**src/rtl/dmem_arbiter.sv**
```systemverilog
// dmem_arbiter: two-port fixed-priority arbiter and sequencer for the single-port data memory.
// Port 0 (load/store stage) has priority. An aging counter forces a port-1 grant after
// MAX_WAIT consecutive denied cycles. The response returns one cycle after the grant.
// Optional feature: define DMEM_ARB_PERF_EN to add saturating grant/conflict counters.
module dmem_arbiter #(
    parameter int unsigned DEPTH    = 128,
    parameter int unsigned MAX_WAIT = 4
`ifdef DMEM_ARB_PERF_EN
    ,
    parameter int unsigned CNT_W    = 16
`endif
) (
    input  logic        clk,
    input  logic        reset,
    input  logic        p0_req,
    input  logic        p0_we,
    input  logic [31:0] p0_addr,
    input  logic [31:0] p0_wdata,
    output logic        p0_gnt,
    output logic        p0_rvalid,
    output logic [31:0] p0_rdata,
    output logic        p0_err,
    input  logic        p1_req,
    input  logic        p1_we,
    input  logic [31:0] p1_addr,
    input  logic [31:0] p1_wdata,
    output logic        p1_gnt,
    output logic        p1_rvalid,
    output logic [31:0] p1_rdata,
    output logic        p1_err,
    output logic        mem_wr,
    output logic        mem_rd,
    output logic [31:0] result,
    output logic [31:0] rdb,
    input  logic [31:0] read_data
`ifdef DMEM_ARB_PERF_EN
    ,
    output logic [CNT_W-1:0] p0_gnt_cnt,
    output logic [CNT_W-1:0] p1_gnt_cnt,
    output logic [CNT_W-1:0] conflict_cnt
`endif
);

    localparam int unsigned AW     = 32;
    localparam int unsigned WAIT_W = 4;

    logic [WAIT_W-1:0] wait_cnt_q, wait_cnt_d;
    logic              rsp_pend_q, rsp_pend_d;
    logic              rsp_port_q, rsp_port_d;
    logic              rsp_rd_q,   rsp_rd_d;
    logic              rsp_err_q,  rsp_err_d;

    logic              p0_win, p1_win, any_win;
    logic              sel_we, in_range;
    logic [AW-1:0]     sel_addr;
    logic [31:0]       sel_wdata;

    // Winner selection, memory drive and next state for the response/aging registers.
    // The winner is suppressed while reset is asserted so grants and strobes stay low.
    always_comb begin
        p0_win     = 1'b0;
        p1_win     = 1'b0;
        result     = '0;
        rdb        = '0;
        mem_wr     = 1'b0;
        mem_rd     = 1'b0;
        wait_cnt_d = '0;
        if (reset) begin
            p1_win = p1_req && (!p0_req || (wait_cnt_q == WAIT_W'(MAX_WAIT)));
            p0_win = p0_req && !p1_win;
        end
        any_win   = p0_win || p1_win;
        sel_we    = p1_win ? p1_we    : p0_we;
        sel_addr  = p1_win ? p1_addr  : p0_addr;
        sel_wdata = p1_win ? p1_wdata : p0_wdata;
        in_range  = (sel_addr < AW'(DEPTH));
        if (any_win && in_range) begin
            result = sel_addr;
            rdb    = sel_wdata;
            mem_wr = sel_we;
            mem_rd = !sel_we;
        end
        if (p1_req && !p1_win) begin
            wait_cnt_d = (wait_cnt_q == WAIT_W'(MAX_WAIT)) ? wait_cnt_q
                                                            : wait_cnt_q + WAIT_W'(1);
        end
        rsp_pend_d = any_win;
        rsp_port_d = p1_win;
        rsp_rd_d   = any_win && !sel_we;
        rsp_err_d  = any_win && !in_range;
    end

    // Aging counter and one-deep response register.
    always_ff @(posedge clk or negedge reset) begin
        if (!reset) begin
            wait_cnt_q <= '0;
            rsp_pend_q <= 1'b0;
            rsp_port_q <= 1'b0;
            rsp_rd_q   <= 1'b0;
            rsp_err_q  <= 1'b0;
        end else begin
            wait_cnt_q <= wait_cnt_d;
            rsp_pend_q <= rsp_pend_d;
            rsp_port_q <= rsp_port_d;
            rsp_rd_q   <= rsp_rd_d;
            rsp_err_q  <= rsp_err_d;
        end
    end

    // Grants and responses; read data passes through only for in-range reads.
    always_comb begin
        p0_gnt    = p0_win;
        p1_gnt    = p1_win;
        p0_rvalid = rsp_pend_q && !rsp_port_q;
        p1_rvalid = rsp_pend_q &&  rsp_port_q;
        p0_err    = p0_rvalid && rsp_err_q;
        p1_err    = p1_rvalid && rsp_err_q;
        p0_rdata  = (p0_rvalid && rsp_rd_q && !rsp_err_q) ? read_data : '0;
        p1_rdata  = (p1_rvalid && rsp_rd_q && !rsp_err_q) ? read_data : '0;
    end

`ifdef DMEM_ARB_PERF_EN
    logic [CNT_W-1:0] p0_gnt_cnt_q, p0_gnt_cnt_d;
    logic [CNT_W-1:0] p1_gnt_cnt_q, p1_gnt_cnt_d;
    logic [CNT_W-1:0] conflict_cnt_q, conflict_cnt_d;

    // Saturating performance counter increments.
    always_comb begin
        p0_gnt_cnt_d   = p0_gnt_cnt_q;
        p1_gnt_cnt_d   = p1_gnt_cnt_q;
        conflict_cnt_d = conflict_cnt_q;
        if (p0_win && (p0_gnt_cnt_q != '1)) begin
            p0_gnt_cnt_d = p0_gnt_cnt_q + CNT_W'(1);
        end
        if (p1_win && (p1_gnt_cnt_q != '1)) begin
            p1_gnt_cnt_d = p1_gnt_cnt_q + CNT_W'(1);
        end
        if (p0_req && p1_req && (conflict_cnt_q != '1)) begin
            conflict_cnt_d = conflict_cnt_q + CNT_W'(1);
        end
    end

    // Performance counter registers.
    always_ff @(posedge clk or negedge reset) begin
        if (!reset) begin
            p0_gnt_cnt_q   <= '0;
            p1_gnt_cnt_q   <= '0;
            conflict_cnt_q <= '0;
        end else begin
            p0_gnt_cnt_q   <= p0_gnt_cnt_d;
            p1_gnt_cnt_q   <= p1_gnt_cnt_d;
            conflict_cnt_q <= conflict_cnt_d;
        end
    end

    assign p0_gnt_cnt   = p0_gnt_cnt_q;
    assign p1_gnt_cnt   = p1_gnt_cnt_q;
    assign conflict_cnt = conflict_cnt_q;
`endif

endmodule

```
**config.mk**
```make
export PLATFORM = sky130hd
export DESIGN_NAME = dmem_arbiter
export DESIGN_NICKNAME = d
export VERILOG_FILES = /design/src/rtl/dmem_arbiter.sv
export SDC_FILE = /design/constraint.sdc
export NUM_CORES = 1
export LEC_CHECK = 0
export CORE_AREA = 2 2 118 120
export DETAILED_ROUTE_END_ITERATION = 12
export DIE_AREA = 0 0 120 122
export GPL_TIMING_DRIVEN = 0
export HOLD_SLACK_MARGIN = 0.1
export PLACE_DENSITY_LB_ADDON = 0.3
export SLEW_MARGIN = 20
export SYNTH_ARGS = -nofsm -noshare
export SYNTH_HDL_FRONTEND = slang
export SYNTH_SLANG_ARGS = --single-unit
```
**constraint.sdc**
```tcl
create_clock -name clk -period 2.2 [get_ports clk]
set_clock_uncertainty 0.15 [all_clocks]
set_input_delay 0.33 -clock clk [delete_from_list [all_inputs] [get_ports clk]]
set_output_delay 0.33 -clock clk [all_outputs]
set_load 0.02 [all_outputs]
```
==> reports/qor.txt <==
Setup-failing EPs final = 41
Clk pin slew, worst setup/hold paths = 40 ps
buffers plus inverters on the worst setup path = 5
FF-to-FF End = rsp_rd_q
R2R Setup Slk = 350 ps
Starting Density = 15.4%
H-tree depth = 1
# fillers = 1375
Final Cycle Share = 111%
Crit Path Category = register to primary output
Sequential cell area = 200 sq um
Worst Path Required = 1720 ps
layout cells sized above 1 = 36.6%
Routed WL per cell = 16.3 um
Synth area leader = nand4_1
Hold Slack = -82.6 ps
drt pass-1 iters = 4
root buffer cell = clkbuf_16
synth unique cells = 28
Synth top area share = 24.1%
die span in y = 122 um
first-pass GRT wire length = 19800 um
cell-internal power = 766 uW
sequential share of the synthesized area = 9.63%
crit path max fanout = 7
deepest clock path buffer count = 2
Total Routed Length = 13500 um
commonest cells in the netlist = nand4_1 (80), and2_1 (66), a21oi_1 (45)
vias in the first global route = 3754
sw power = 323 uW
post-synthesis async set-or-reset flop share = 100%
Tot Pwr = 1090 uW
Hold Vio Cnt, Final = 8
via count = 3696
critical path cell sequence = inv_2 > ha_4 > nand3b_4 > a21o_1 > buf_8 > inv_12 > buf_6 > nand4b_1 > a21oi_2 > buf_6
synthesized cell area = 2080 sq um
Post-DP HPWL = 10200 um
top-count cell post-synth = nand4_1
Total GRT Usage = 16.9%
failing checks = negative hold slack, negative setup slack
area growth from synthesis to layout = 186%
Reg power frac = 15.9%
fmax = 0.410 GHz
Antenna Nets Post-Route = 0
Core Util, Final = 44.0%
io pins = 302
count of pins over their slew limit = 0
worst stage delay on the critical path = 390 ps
RSZ-0062 raised after global routing = true
core footprint = 13500 sq um
pin count of the biggest net entering global routing = 11
Post-DP Area = 5300 sq um
Synth Flop Type = dfrtp_1
Syn Area/Cell = 6.64 sq um
Syn. warnings = 0
final standard cell area without fillers = 5940 sq um
Clock Power Share = 27.9%
arrival time worst endpoint = 1960 ps
Via density = 4.45
Post-Route Setup TNS = -7230 ps
flops & latches, synth = 8
row count = 43
synth top area cells = nand4_1 (24%), and2_1 (20%), a21oi_1 (11%)
Slowest-stage cell, CP = dfrtp_1
Post-synth EDFFs = 0
NumNets Final = 820
initial antenna violation count = 0
clock tree from TritonCTS = done
Hold Crit Class = input pin to asynchronous set/reset pin
# diodes = 0
most used cell, CP = buf_6
R2R cell count = 10
Port Buf Inserts = 276
Power Density = 183 nW/um^2
area of the multi-input gates = 1750 sq um
clk_lat worst skew = 230 ps
DR iter-0 viols = 128
Die W = 120 um
Max IR drop VDD = 0.000163 V
die area = 14600 sq um
CP top delay family = buffers and inverters
CTS Buf Count = 3
Lkg Pwr = 0.00253 uW
RR Startpoint = wait_cnt_q[1]
Post-route DRC = 0
Final min period = 2440 ps
gp weighted congestion = 0.768
# clock sinks = 8
PnR worst setup slack = -237 ps
Worst setup SP type = register
Critical Path Sink Type = primary output
Gate Count Post-Synth = 313
Sw Share = 29.7%
grt ovf = 0
Gate power share = 56.2%
status = finished with violations
worst slack at placement = -1170 ps
Max-cap violations = 0
-- logic make-up (layout without fill, tap and decap cells) --
family,after synthesis,after routing,synth area share (%)
and+or+nand+nor,184,184,55.1
DFF,8,8,9.63
adders and majority gates,2,2,1.20
AOI/OAI and AO/OA,48,48,11.8
buffers and inverters,68,381,21.3
other,1,25,0.180
xor gates and xnor gates,2,2,0.843
-- sequential cells by signal, indices dropped and copies added (netlist names) --
| name | cells |
|---|---|
| rsp_rd_q | 1 |
| rsp_port_q | 1 |
| wait_cnt_q | 4 |
| rsp_err_q | 1 |
| rsp_pend_q | 1 |
-- power by group through the flow --
stage,Combinational (uW),Sequential (uW),Clock [uW]
after floorplan,208,173,0
after CTS,620,172,306
after global placement,575,174,0
after detailed placement,582,176,0
after global routing,653,175,317
final,612,173,304
-- final cells by class --
cell class | instances | share of cell area [%]
plain buffers | 62 | 10.1
clock buffers | 3 | 1.26
inverters | 4 | 0.464
multi-input cells | 261 | 29.4
flip-flops and latches | 8 | 3.37
well taps | 180 | 3.79
repair buffers | 312 | 51.6
-- through the flow --
stage	cells	hold WS (ps)
after global placement	793	389
after global routing	830	-66.4
after CTS	831	-74.3
after detailed placement	793	419
after floorplan	337	-116
final	830	-82.6
-- worst reg2reg max path, cell delays in order (launching register included) --
cell      delay, ps
dfrtp_1         390
inv_2            80
ha_4            140
nand3b_4         80
a21o_1          200
buf_8           140
inv_12          100
buf_12          120
buf_4           100
nand2_1          50
and3_1          180
-- timing repair --
action / CTS / global route
resized for setup: 490 / 83
pin swaps: 74 / 22
buffers inserted: 17 / 1
hold endpoints to repair: 8 / 8
gates cloned: 19 / 0
setup endpoints to repair: 107 / 104
-- routing by layer --
layer	track usage, %	vias to the layer above	share of wire [%]
li1	-	1772	-
met1	18.3	1670	36
met2	33.5	239	54
met3	3.46	15	8.9
met4	3.53	0	1.2
met5	0	-	0
-- placed cells by master (no fill, tap or decap), drive strengths merged, types with 5 or more instances in the layout --
cell             n
buf            130
clkdlybuf4s50  122
nand4           80
and2            66
dlygate4sd2     48
a21oi           45
clkdlybuf4s15   38
clkbuf          37
conb            25
nor4            10
dfrtp            8
nor2             7
nand2            5
-- how the worst max path moves through the flow --
stage / start / end / slack, ps / depth (start not counted)
finish: wait_cnt_q[1] / mem_rd / -240 / 10
global route: wait_cnt_q[1] / mem_rd / -320 / 10
CTS: wait_cnt_q[1] / result[2] / -260 / 10
detailed placement: reset / mem_rd / -1170 / 5
global placement: reset / rdb[9] / -1150 / 5
floorplan: wait_cnt_q[0] / rdb[30] / 60 / 9
Power figures use the tool's default switching activity.
